### config.mk
export PLATFORM = sky130hd
export DESIGN_NAME = cgra_cmem_loader
export DESIGN_NICKNAME = d
export VERILOG_FILES = /design/src/rtl/cgra_cmem_loader.sv
export SDC_FILE = /design/constraint.sdc
export NUM_CORES = 1
export LEC_CHECK = 0
export ABC_AREA = 1
export CAP_MARGIN = 40
export CORE_ASPECT_RATIO = 1.2
export CORE_MARGIN = 8
export CORE_UTILIZATION = 43
export DETAILED_ROUTE_END_ITERATION = 8
export GPL_TIMING_DRIVEN = 0
export HOLD_SLACK_MARGIN = 0.03
export PLACE_DENSITY_LB_ADDON = 0.12
export SLEW_MARGIN = 10
export SYNTH_ARGS = -nofsm -noshare
export SYNTH_HDL_FRONTEND = slang
export SYNTH_SLANG_ARGS = --single-unit
### constraint.sdc
create_clock -name clk_i -period 1.65 [get_ports clk_i]
set_input_delay 0.33 -clock clk_i [delete_from_list [all_inputs] [get_ports clk_i]]
set_output_delay 0.33 -clock clk_i [all_outputs]
set_load 0.005 [all_outputs]
### src/rtl/cgra_cmem_loader.sv
// Copies a block of words from system memory (OBI read master) into the CGRA
// context memory, one read outstanding at a time.
module cgra_cmem_loader #(
   parameter int unsigned ADDR_WIDTH = 32,
   parameter int unsigned DATA_WIDTH = 32,
   parameter int unsigned CNT_WIDTH  = 10
) (
   input  logic                  clk_i,
   input  logic                  rst_ni,
   input  logic                  start_i,
   input  logic                  abort_i,
   input  logic [ADDR_WIDTH-1:0] src_addr_i,
   input  logic [ADDR_WIDTH-1:0] dst_addr_i,
   input  logic [CNT_WIDTH-1:0]  n_words_i,
   output logic                  busy_o,
   output logic                  done_o,
   output logic                  aborted_o,
   output logic [CNT_WIDTH-1:0]  words_done_o,
   output logic                  mem_req_o,
   output logic [ADDR_WIDTH-1:0] mem_addr_o,
   input  logic                  mem_gnt_i,
   input  logic                  mem_rvalid_i,
   input  logic [DATA_WIDTH-1:0] mem_rdata_i,
   output logic                  cm_req_o,
   output logic [ADDR_WIDTH-1:0] cm_add_o,
   output logic                  cm_we_o,
   output logic [3:0]            cm_be_o,
   output logic [DATA_WIDTH-1:0] cm_wdata_o,
   input  logic                  cm_gnt_i
);

   typedef enum logic [2:0] {IDLE, RD_REQ, RD_WAIT, WR, DONE} state_e;

   localparam logic [ADDR_WIDTH-1:0] WORD_MASK = ~ADDR_WIDTH'(3);
   localparam logic [ADDR_WIDTH-1:0] WORD_STEP = ADDR_WIDTH'(4);

   state_e                state_q, state_d;
   logic [ADDR_WIDTH-1:0] src_q, dst_q;
   logic [DATA_WIDTH-1:0] data_q;
   logic [CNT_WIDTH-1:0]  remaining_q, words_done_q;
   logic                  abort_q, aborted_q;
   logic                  abort_eff;

   // An abort arriving in the deciding cycle takes effect immediately.
   assign abort_eff = abort_q | abort_i;

   always_ff @(posedge clk_i or negedge rst_ni) begin
      if (!rst_ni) begin
         state_q <= IDLE;
      end else begin
         state_q <= state_d;
      end
   end

   always_comb begin
      state_d = state_q;
      unique case (state_q)
         IDLE:    if (start_i) state_d = (n_words_i == '0) ? DONE : RD_REQ;
         RD_REQ:  if (mem_gnt_i) state_d = RD_WAIT;
         RD_WAIT: if (mem_rvalid_i) state_d = abort_eff ? DONE : WR;
         WR: begin
            if (cm_gnt_i) begin
               state_d = (remaining_q == CNT_WIDTH'(1) || abort_eff) ? DONE : RD_REQ;
            end
         end
         DONE:    state_d = IDLE;
         default: state_d = IDLE;
      endcase
   end

   always_comb begin
      busy_o    = (state_q != IDLE);
      done_o    = (state_q == DONE);
      mem_req_o = (state_q == RD_REQ);
      cm_req_o  = (state_q == WR);
      cm_we_o   = (state_q == WR);
      aborted_o = (state_q == DONE) ? abort_q : aborted_q;
   end

   always_ff @(posedge clk_i or negedge rst_ni) begin
      if (!rst_ni) begin
         src_q        <= '0;
         dst_q        <= '0;
         data_q       <= '0;
         remaining_q  <= '0;
         words_done_q <= '0;
         abort_q      <= 1'b0;
         aborted_q    <= 1'b0;
      end else begin
         unique case (state_q)
            IDLE: begin
               if (start_i) begin
                  src_q        <= src_addr_i & WORD_MASK;
                  dst_q        <= dst_addr_i & WORD_MASK;
                  remaining_q  <= n_words_i;
                  words_done_q <= '0;
                  aborted_q    <= 1'b0;
               end
            end
            RD_WAIT: if (mem_rvalid_i) data_q <= mem_rdata_i;
            WR: begin
               if (cm_gnt_i) begin
                  words_done_q <= words_done_q + CNT_WIDTH'(1);
                  remaining_q  <= remaining_q - CNT_WIDTH'(1);
                  src_q        <= src_q + WORD_STEP;
                  dst_q        <= dst_q + WORD_STEP;
               end
            end
            DONE:    aborted_q <= abort_q;
            default: ;
         endcase
         // Abort is only recorded while a transfer is in flight.
         if (state_q == DONE) begin
            abort_q <= 1'b0;
         end else if (state_q != IDLE && abort_i) begin
            abort_q <= 1'b1;
         end
      end
   end

   assign words_done_o = words_done_q;
   assign mem_addr_o   = src_q;
   assign cm_add_o     = dst_q;
   assign cm_wdata_o   = data_q;
   assign cm_be_o      = 4'hF;

endmodule

==> results, run 1 <==
- The count of synthesis-stage warnings from yosys is 0.
- The setup clock skew after layout is 0.0108 ns.
- STA puts the critical path data arrival time at 2.19 ns.
- The register area is 2970 um^2.
- The number of antenna violations at the first check in global routing is 0.
- The total length of routed wires is 32200 um.
- The number of hold violations in the final report came to 0.
- The congestion estimate from routability-driven global placement came to 0.919.
- For this design, the slowest cell found on the critical path is dfrtp_2.
- The maximum clock frequency is 534 MHz.
- The worst setup path is captured at a flop.
- The number of distinct standard cells referenced by the synthesized netlist is 35.
- The die covers 22100 um^2.
- After clock tree synthesis, the clock-pin slew on the worst setup and hold paths is 0.06 ns.
- The number of top-level pins is 229.
- The estimated wirelength of the detail-placed design is 21400 um.
- The internal power of the cells is 14.5 mW.
- After the last flow step, the layout net total stands at 1592.
- The count of filler cells inserted in the layout is 1415.
- The switching share of total power is 43.2%.
- The cell row count is 53.
- The power density over cell area is 2060 nW/um^2.
- The final critical path takes up 114% of the cycle.
- The critical path is of the flop to flop type.
- The horizontal die dimension is 137 um.
- Summed over all nets, the switching power comes to 11.1 mW.
- The final antenna diode count is 0.
- The maximum number of buffers from clock root to sink is 2.
- The synthesized area is 7570 um^2.
- Synthesis inferred 117 register bits.
- The first TritonRoute pass finished after 7 iterations.
- Global routing finished with a remaining overflow of 0.
- Walking the worst path, the cells encountered are nor2_4 > buf_6 > clkbuf_4 > buf_2 > o21ai_1 > nand2_2 > nand2_1 > nand2_1 > inv_1.
- The multi-input combinational cells in the finished layout cover a total of 4460 um^2.
- The pin count of the biggest net entering global routing is 78.
- The most numerous cell type found on the critical path is nand2_1.
- The required time reported for the critical path endpoint is 1.97 ns.
- Ranked by total cell area, the synthesized netlist is headed by dfrtp_1 39%, nand2_1 19%, nor2_1 9.2%.
- The highest fanout seen on the critical path is 10.
- For this run, the slowest stage of the critical path takes 0.47 ns.
- Sequential cells burn 21.0% of the power.
- Counting tap cells, the placed design contains a total of 1577 instances.
- The routed wire length per instance is 18.8 um.
- Dividing the synthesized area by the synthesized cell count gives 6.67 um^2.
- Clock tree synthesis inserted a total of 17 buffers.
- Once detail routing completed, the nets flagged for antenna violations numbered 0.
- The clock net sink count is 117.
- Compared with the post-synthesis result, the final layout area differs by 64.4%.
- Setup repair after global routing could not meet its margin everywhere.
- The shortest clock period the worst path allows after layout is 1.87 ns.
- The total setup violations reported at the end of the flow is 86.
- The starting density of the core is 43.6%.
- In the layout the commonest cells are 345 x nand2_1, 148 x nor2_1, 147 x clkdlybuf4s50_1, 99 x inv_1, 85 x buf_4.
- The count of routing violations after the opening detailed-route iteration is 860.
- Yosys mapped a number of flops with a built-in enable equal to 0.
- The non-filler instance count after layout is 1707.
- The max capacitance violation total is 0.
- The worst setup margin is -0.224 ns.
- The peak supply drop is 0.00129 V.
- The checks that failed: setup timing.
- The fraction of synthesis flops using an asynchronous set or reset pin is 100%.
- The part of the power in combinational logic is 64.7%.
- Summing the sequential cell areas from Yosys gives 38.7% of the chip area.
- The flow ran to the end, but the final reports show violations.
- Input and output buffers added on the ports amount to 216.
- The first global-routing pass estimated 47700 um of wire.
- The insertion delay of the later-clocked pin in the worst-skew pair is 0.43 ns.
- The leading register cell type out of synthesis is dfrtp_1.
- The largest total area in the synthesized netlist belongs to dfrtp_1.
- For this design the static power due to leakage is 5.83 nW.
- Using the TritonRoute via totals, the vias-per-cell ratio works out to 5.44.
- Cells with a size suffix above 1 make up 25.2% of the layout.
- The clock network accounts for 14.3% of the total power.
- The final-report max-slew violation count was 0.
- Global routing consumed, over all layers together, 27.6% of the routing resources.
- Total power for the finished layout comes to 25.6 mW.
- TritonCTS built the clock tree.
- The cell count after synthesis is 1134.
- The top cell type by area accounts for 38.7% of the synthesized area.
- Final hold analysis gives a worst-case slack of 0.400 ns.
- CTS placed an instance of clkbuf_16 at the clock tree root.
- The most frequent standard cell in the layout excluding fill and tap cells is nand2_1.
- The H-tree level count is 4.
- The die is 161 um tall.
- The detailed-route DRC error count is 0.
- The worst setup path is launched from a flop.
- The total vias in the final route is 9294.
- The number of global-route vias before repair is 9056.
- In this run the worst hold path is classified as primary input to asynchronous set/reset pin.
- The placeable core area is 17400 um^2.
## cell type report
cell class / count / share of cell area, %
tap: 220 / 2.21
multi-input combinational: 871 / 35.8
clock buffer: 17 / 3.42
buffer: 46 / 4.24
timing repair buffer: 316 / 26.0
sequential: 117 / 23.9
inverter: 105 / 3.27
clock inverter: 15 / 1.19
## final timing paths
path	end	slack, ns	start	depth (start not counted)
setup / recovery	cm_add_o[20]	-0.22	state_q[2]	9
min in group clk_i	remaining_q[6]	0.49	remaining_q[6]	2
max in group asynchronous	cm_add_o[2]	0.48	rst_ni	3
hold reg to reg	remaining_q[6]	0.49	remaining_q[6]	2
setup reg to reg	cm_add_o[20]	-0.22	state_q[2]	9
hold / removal	mem_addr_o[22]	0.40	rst_ni	2
## kinds of logic after synthesis
family / synth area share [%]
and+or+nand+nor: 38.0
buffers and inverters: 8.89
AOI/OAI and AO/OA: 8.36
DFF: 38.7
muxes: 4.76
adders and majority gates: 0.827
xor gates and xnor gates: 0.347
other: 0.0992
## registers in the layout, indices dropped and copies added, names as in the netlist
name          flops
aborted_q         1
remaining_q      10
cm_add_o         30
state_q           3
mem_addr_o       30
abort_q           1
words_done_o     10
cm_wdata_o       32
## critical path, delay by kind of cell (launching register included)
family / cells / cell delay [ns]
buffers and inverters: 4 / 0.76
flip-flops: 1 / 0.47
AND/OR/NAND/NOR: 4 / 0.38
AO/OA/AOI/OAI: 1 / 0.16
## stage by stage
step / TNS (ns) / cell area, um^2 / setup WS, ns / util, %
final: -9.75 / 12400 / -0.224 / 71.6
after global routing: -16.87 / 12400 / -0.308 / 71.6
after CTS: -6.48 / 11800 / -0.138 / 67.9
after detailed placement: -34.58 / 10100 / -0.985 / 57.9
after global placement: -579.82 / 10000 / -4.70 / 57.7
after floorplan: 0 / 7590 / 0.101 / -
## power by group through the flow
stage                     clock, mW  sequential (mW)  combinational (mW)
after global routing           3.79             5.53                17.7
final                          3.67             5.37                16.5
after global placement            0             5.83                10.4
after CTS                      3.68             5.31                14.4
after floorplan                   0             5.54                5.63
after detailed placement          0             5.86                10.5
## synth_stat cells (all sizes together), types with 2 or more instances
master,count
a21o,2
a21oi,32
buf,40
clkbuf,7
conb,2
dfrtp,117
ha,5
inv,105
mux2,32
nand2,379
nand3,91
nand3b,2
nand4,12
nor2,189
nor3,10
o211ai,6
o21ai,69
o21bai,3
o22ai,5
or2,18
xor2,2
## what timing repair did
item | 4_1_cts | 5_1_grt
setup endpoints to repair | 177 | 138
setup buffers | 80 | 5
resized for setup | 227 | 153
hold endpoints to repair | 40 | 0
hold buffers | 1 | 0
cloned | 6 | 7
pin swaps | 28 | 32
## per-layer routing
metal	share of wire (%)	global-route usage (%)
met1	36	31.3
met2	49	46.7
met3	10	7.86
met4	4.7	13.0
met5	0	0
No activity file was read; power rests on OpenSTA's default activity.
==> run 2, diff against run 1 <==
- SLEW_MARGIN: 10 -> 20
==> run 2 against run 1 <==
  * The run still ends with setup timing left
  * Wire length down 2.8%
  * Clock skew down 0.0041 ns
  * Via count down 3.2%
  * Non-clock buffer count up 6
  * Cell area down 1.4%
  * Register-to-register slack about the same
  * Cell count up 0.35%
  * Total power down 3.6%
  * Worst setup slack worse by 0.0080 ns
  * Critical endpoint is now words_done_o[2]
  * Largest power group unchanged
  * Highest routed layer unchanged
==> results, run 2 (synthesis results as in run 1) <==
- The power density over cell area is 2010 nW/um^2 (-2.2%).
- The shortest clock period the worst path allows after layout is 1.88 ns (+0.00803 ns).
- Leaving out fill and tap cells, the most frequent cells in the layout are 358 x nand2_1, 161 x nor2_1, 137 x clkdlybuf4s50_1, 102 x buf_4, 99 x inv_1.
- The required time reported for the critical path endpoint is 1.96 ns (about the same).
- The total CTS buffers is 17 (unchanged).
- The clock net sink count came to 117 (unchanged).
- The kind of path behind the tightest hold check is primary input to asynchronous set/reset pin.
- The maximum clock frequency is 531 MHz (-0.43%).
- The total vias in the final route is 8992 (-3.2%).
- The signal on the critical path passes through buf_6 > buf_6 > nor2_4 > nand2_4 > nand2_4 > inv_4 > nor2_4 > buf_12 > buf_8 > nand3_2 > o21ai_1 > nor2_1.
- The clock tree root buffer cell is clkbuf_16.
- The estimated wirelength of the detail-placed design is 21300 um (-0.32%).
- The number of top-level pins was 229 (unchanged).
- The clock-pin slew of the registers on the worst-case setup and hold paths is 0.06 ns (about the same).
- The max capacitance violation total is 0 (unchanged).
- The static leakage power was 5.89 nW (+0.97%).
- The worst hold margin was 0.365 ns (-0.0348 ns).
- The insertion delay of the later-clocked pin in the worst-skew pair is 0.43 ns (about the same).
- The count of routing violations after the opening detailed-route iteration is 978 (+14%).
- The routed wire length per instance is 18.2 um (-3.1%).
- The total power draw is 24.7 mW (-3.6%).
- The total length of routed wires is 31300 um (-2.8%).
- The area of the die was 22100 um^2 (unchanged).
- The H-tree level count is 4 (unchanged).
- The kind of capture point of the worst setup path is a flop.
- The TritonCTS clock tree is yes.
- The placement-stage worst setup slack is -0.965 ns (+0.0203 ns).
- Compared with the post-synthesis result, the final layout area differs by 62.0%.
- The final-report max-slew violation count is 0 (unchanged).
- The count of antenna-violating nets left after detailed routing is 0 (unchanged).
- The placeable core area came to 17400 um^2 (unchanged).
- The worst setup margin was -0.232 ns (-0.00803 ns).
- The reg2reg setup slack is -0.23 ns (about the same).
- The flow ran to the end, but the final reports show violations.
- The delay of the slowest cell on the worst path is 0.42 ns (-0.05 ns).
- The mean number of vias per cell is 5.25 (-3.6%).
- The final layout net count came to 1598 (+0.38%).
- The cell with the largest stage delay on the worst path is dfrtp_2.
- The starting density of the core is 43.6% (unchanged).
- The area of placed instances is 10100 um^2 (about the same).
- The number of hold violations in the final report is 0 (unchanged).
- The first-pass GRT wire length was 46800 um (-1.9%).
- The total iterations of the first detailed-routing run is 6 (-1).
- The part of the cycle the worst path needs is 114% (+0.49 points).
- The count of port buffers added during placement was 216 (unchanged).
- The kind of start point of the critical path is a flop.
- The cell count of the worst reg-to-reg path is 12 (+3).
- The maximum number of buffers from clock root to sink is 2 (unchanged).
- The count of filler cells inserted in the layout is 1480 (+4.6%).
- The number of global-route vias before repair is 8950 (-1.2%).
- The peak supply drop is 0.00120 V (-6.8%).
- The fraction of layout cells with a size suffix above 1 is 22.6% (-2.6 points).
- The final reports fail on setup timing.
- The worst register-to-register path ends at words_done_o[2].
- The detailed-route DRC error count is 0 (unchanged).
- The flip-flop count of the largest register, all copies and words added came to 32 (unchanged).
- The number of antenna violations at the first check in global routing is 0 (unchanged).
- The routability congestion estimate from global placement is 0.919 (unchanged).
- The final antenna diode count was 0 (unchanged).
- The overall fraction of global-route tracks in use is 27.1% (-0.54 points).
- The highest fanout seen on the critical path was 8 (-2).
- The data arrival time of the worst path is 2.20 ns (about the same).
- The horizontal die dimension is 137 um (unchanged).
- The pin count of the biggest net entering global routing is 78 (unchanged).
- Leaving out fill and tap cells, the most frequent cell in the layout is nand2_1.
- The total setup violations reported at the end of the flow came to 85 (-1.2%).
- Setup repair after global routing could not meet its margin everywhere.
- The cell row count is 53 (unchanged).
- The critical path in this run is classified as flop to flop.
- The launch point of the worst reg-to-reg path is state_q[0].
- The setup clock skew after layout came to 0.00664 ns (-0.00415 ns).
- The final global-route overflow total is 0 (unchanged).
- The summed area of non-filler cells in the final layout was 12300 um^2 (-1.4%).
- The final sum of negative setup slack is -9.80 ns (-0.0500 ns).
- The chip height came to 161 um (unchanged).
==> run 2: metrics by stage <==
step	util (%)	cells
global placement	57.7	1576
floorplan	-	1140
global route	70.6	1713
finish	70.6	1713
detailed placement	57.9	1577
CTS	67.6	1702
==> run 2: repair_timing <==
action	4_1_cts	5_1_grt
setup buffers	88	8
gates resized for setup	204	128
endpoints found under the hold margin	40	0
cloned	4	7
hold buffers	1	0
setup endpoints to repair	188	151
pin swaps	12	23
==> run 2: worst max-delay path by stage <==
| stage | startpoint | to | slack [ns] | cells after the start |
|---|---|---|---|---|
| after floorplan | cm_add_o[2] | cm_add_o[22] | 0.10 | 10 |
| after global placement | rst_ni | cm_wdata_o[16] | -4.70 | 1 |
| after detailed placement | state_q[0] | cm_we_o | -0.96 | 6 |
| after CTS | state_q[1] | cm_we_o | -0.15 | 6 |
| after global routing | state_q[0] | words_done_o[2] | -0.30 | 12 |
| final | state_q[0] | words_done_o[2] | -0.23 | 12 |
==> run 2: cell type report <==
| class | count | area [um^2] | area share [%] |
|---|---|---|---|
| timing repair buffer | 321 | 3200 | 26.1 |
| clock inverter | 15 | 150 | 1.22 |
| buffer | 47 | 533 | 4.35 |
| inverter | 105 | 412 | 3.36 |
| multi-input combinational | 871 | 4300 | 35.1 |
| sequential | 117 | 2970 | 24.2 |
| tap | 220 | 275 | 2.24 |
| clock buffer | 17 | 425 | 3.47 |
==> run 2: where the power goes <==
group          switching, mW  total, mW  internal [mW]
Sequential              1.02       5.34           4.33
Combinational           8.03       15.7           7.63
Clock                   1.56       3.67           2.11
Total                   10.6       24.7           14.1
==> run 2: routing by layer <==
metal	track usage, %	up-vias	wire length [um]
met5	0	-	0
met4	13.4	0	1460
met3	8.08	110	3240
met2	44.6	470	15200
met1	31.2	4124	11400
li1	-	4288	-
==> run 2: worst max-delay path, delay by kind of cell, from the launching register on <==
kind	cells	cell delay, ns
flip-flops	1	0.42
buffers and inverters	5	0.63
AND/OR/NAND/NOR	6	0.62
AO/OA/AOI/OAI	1	0.10
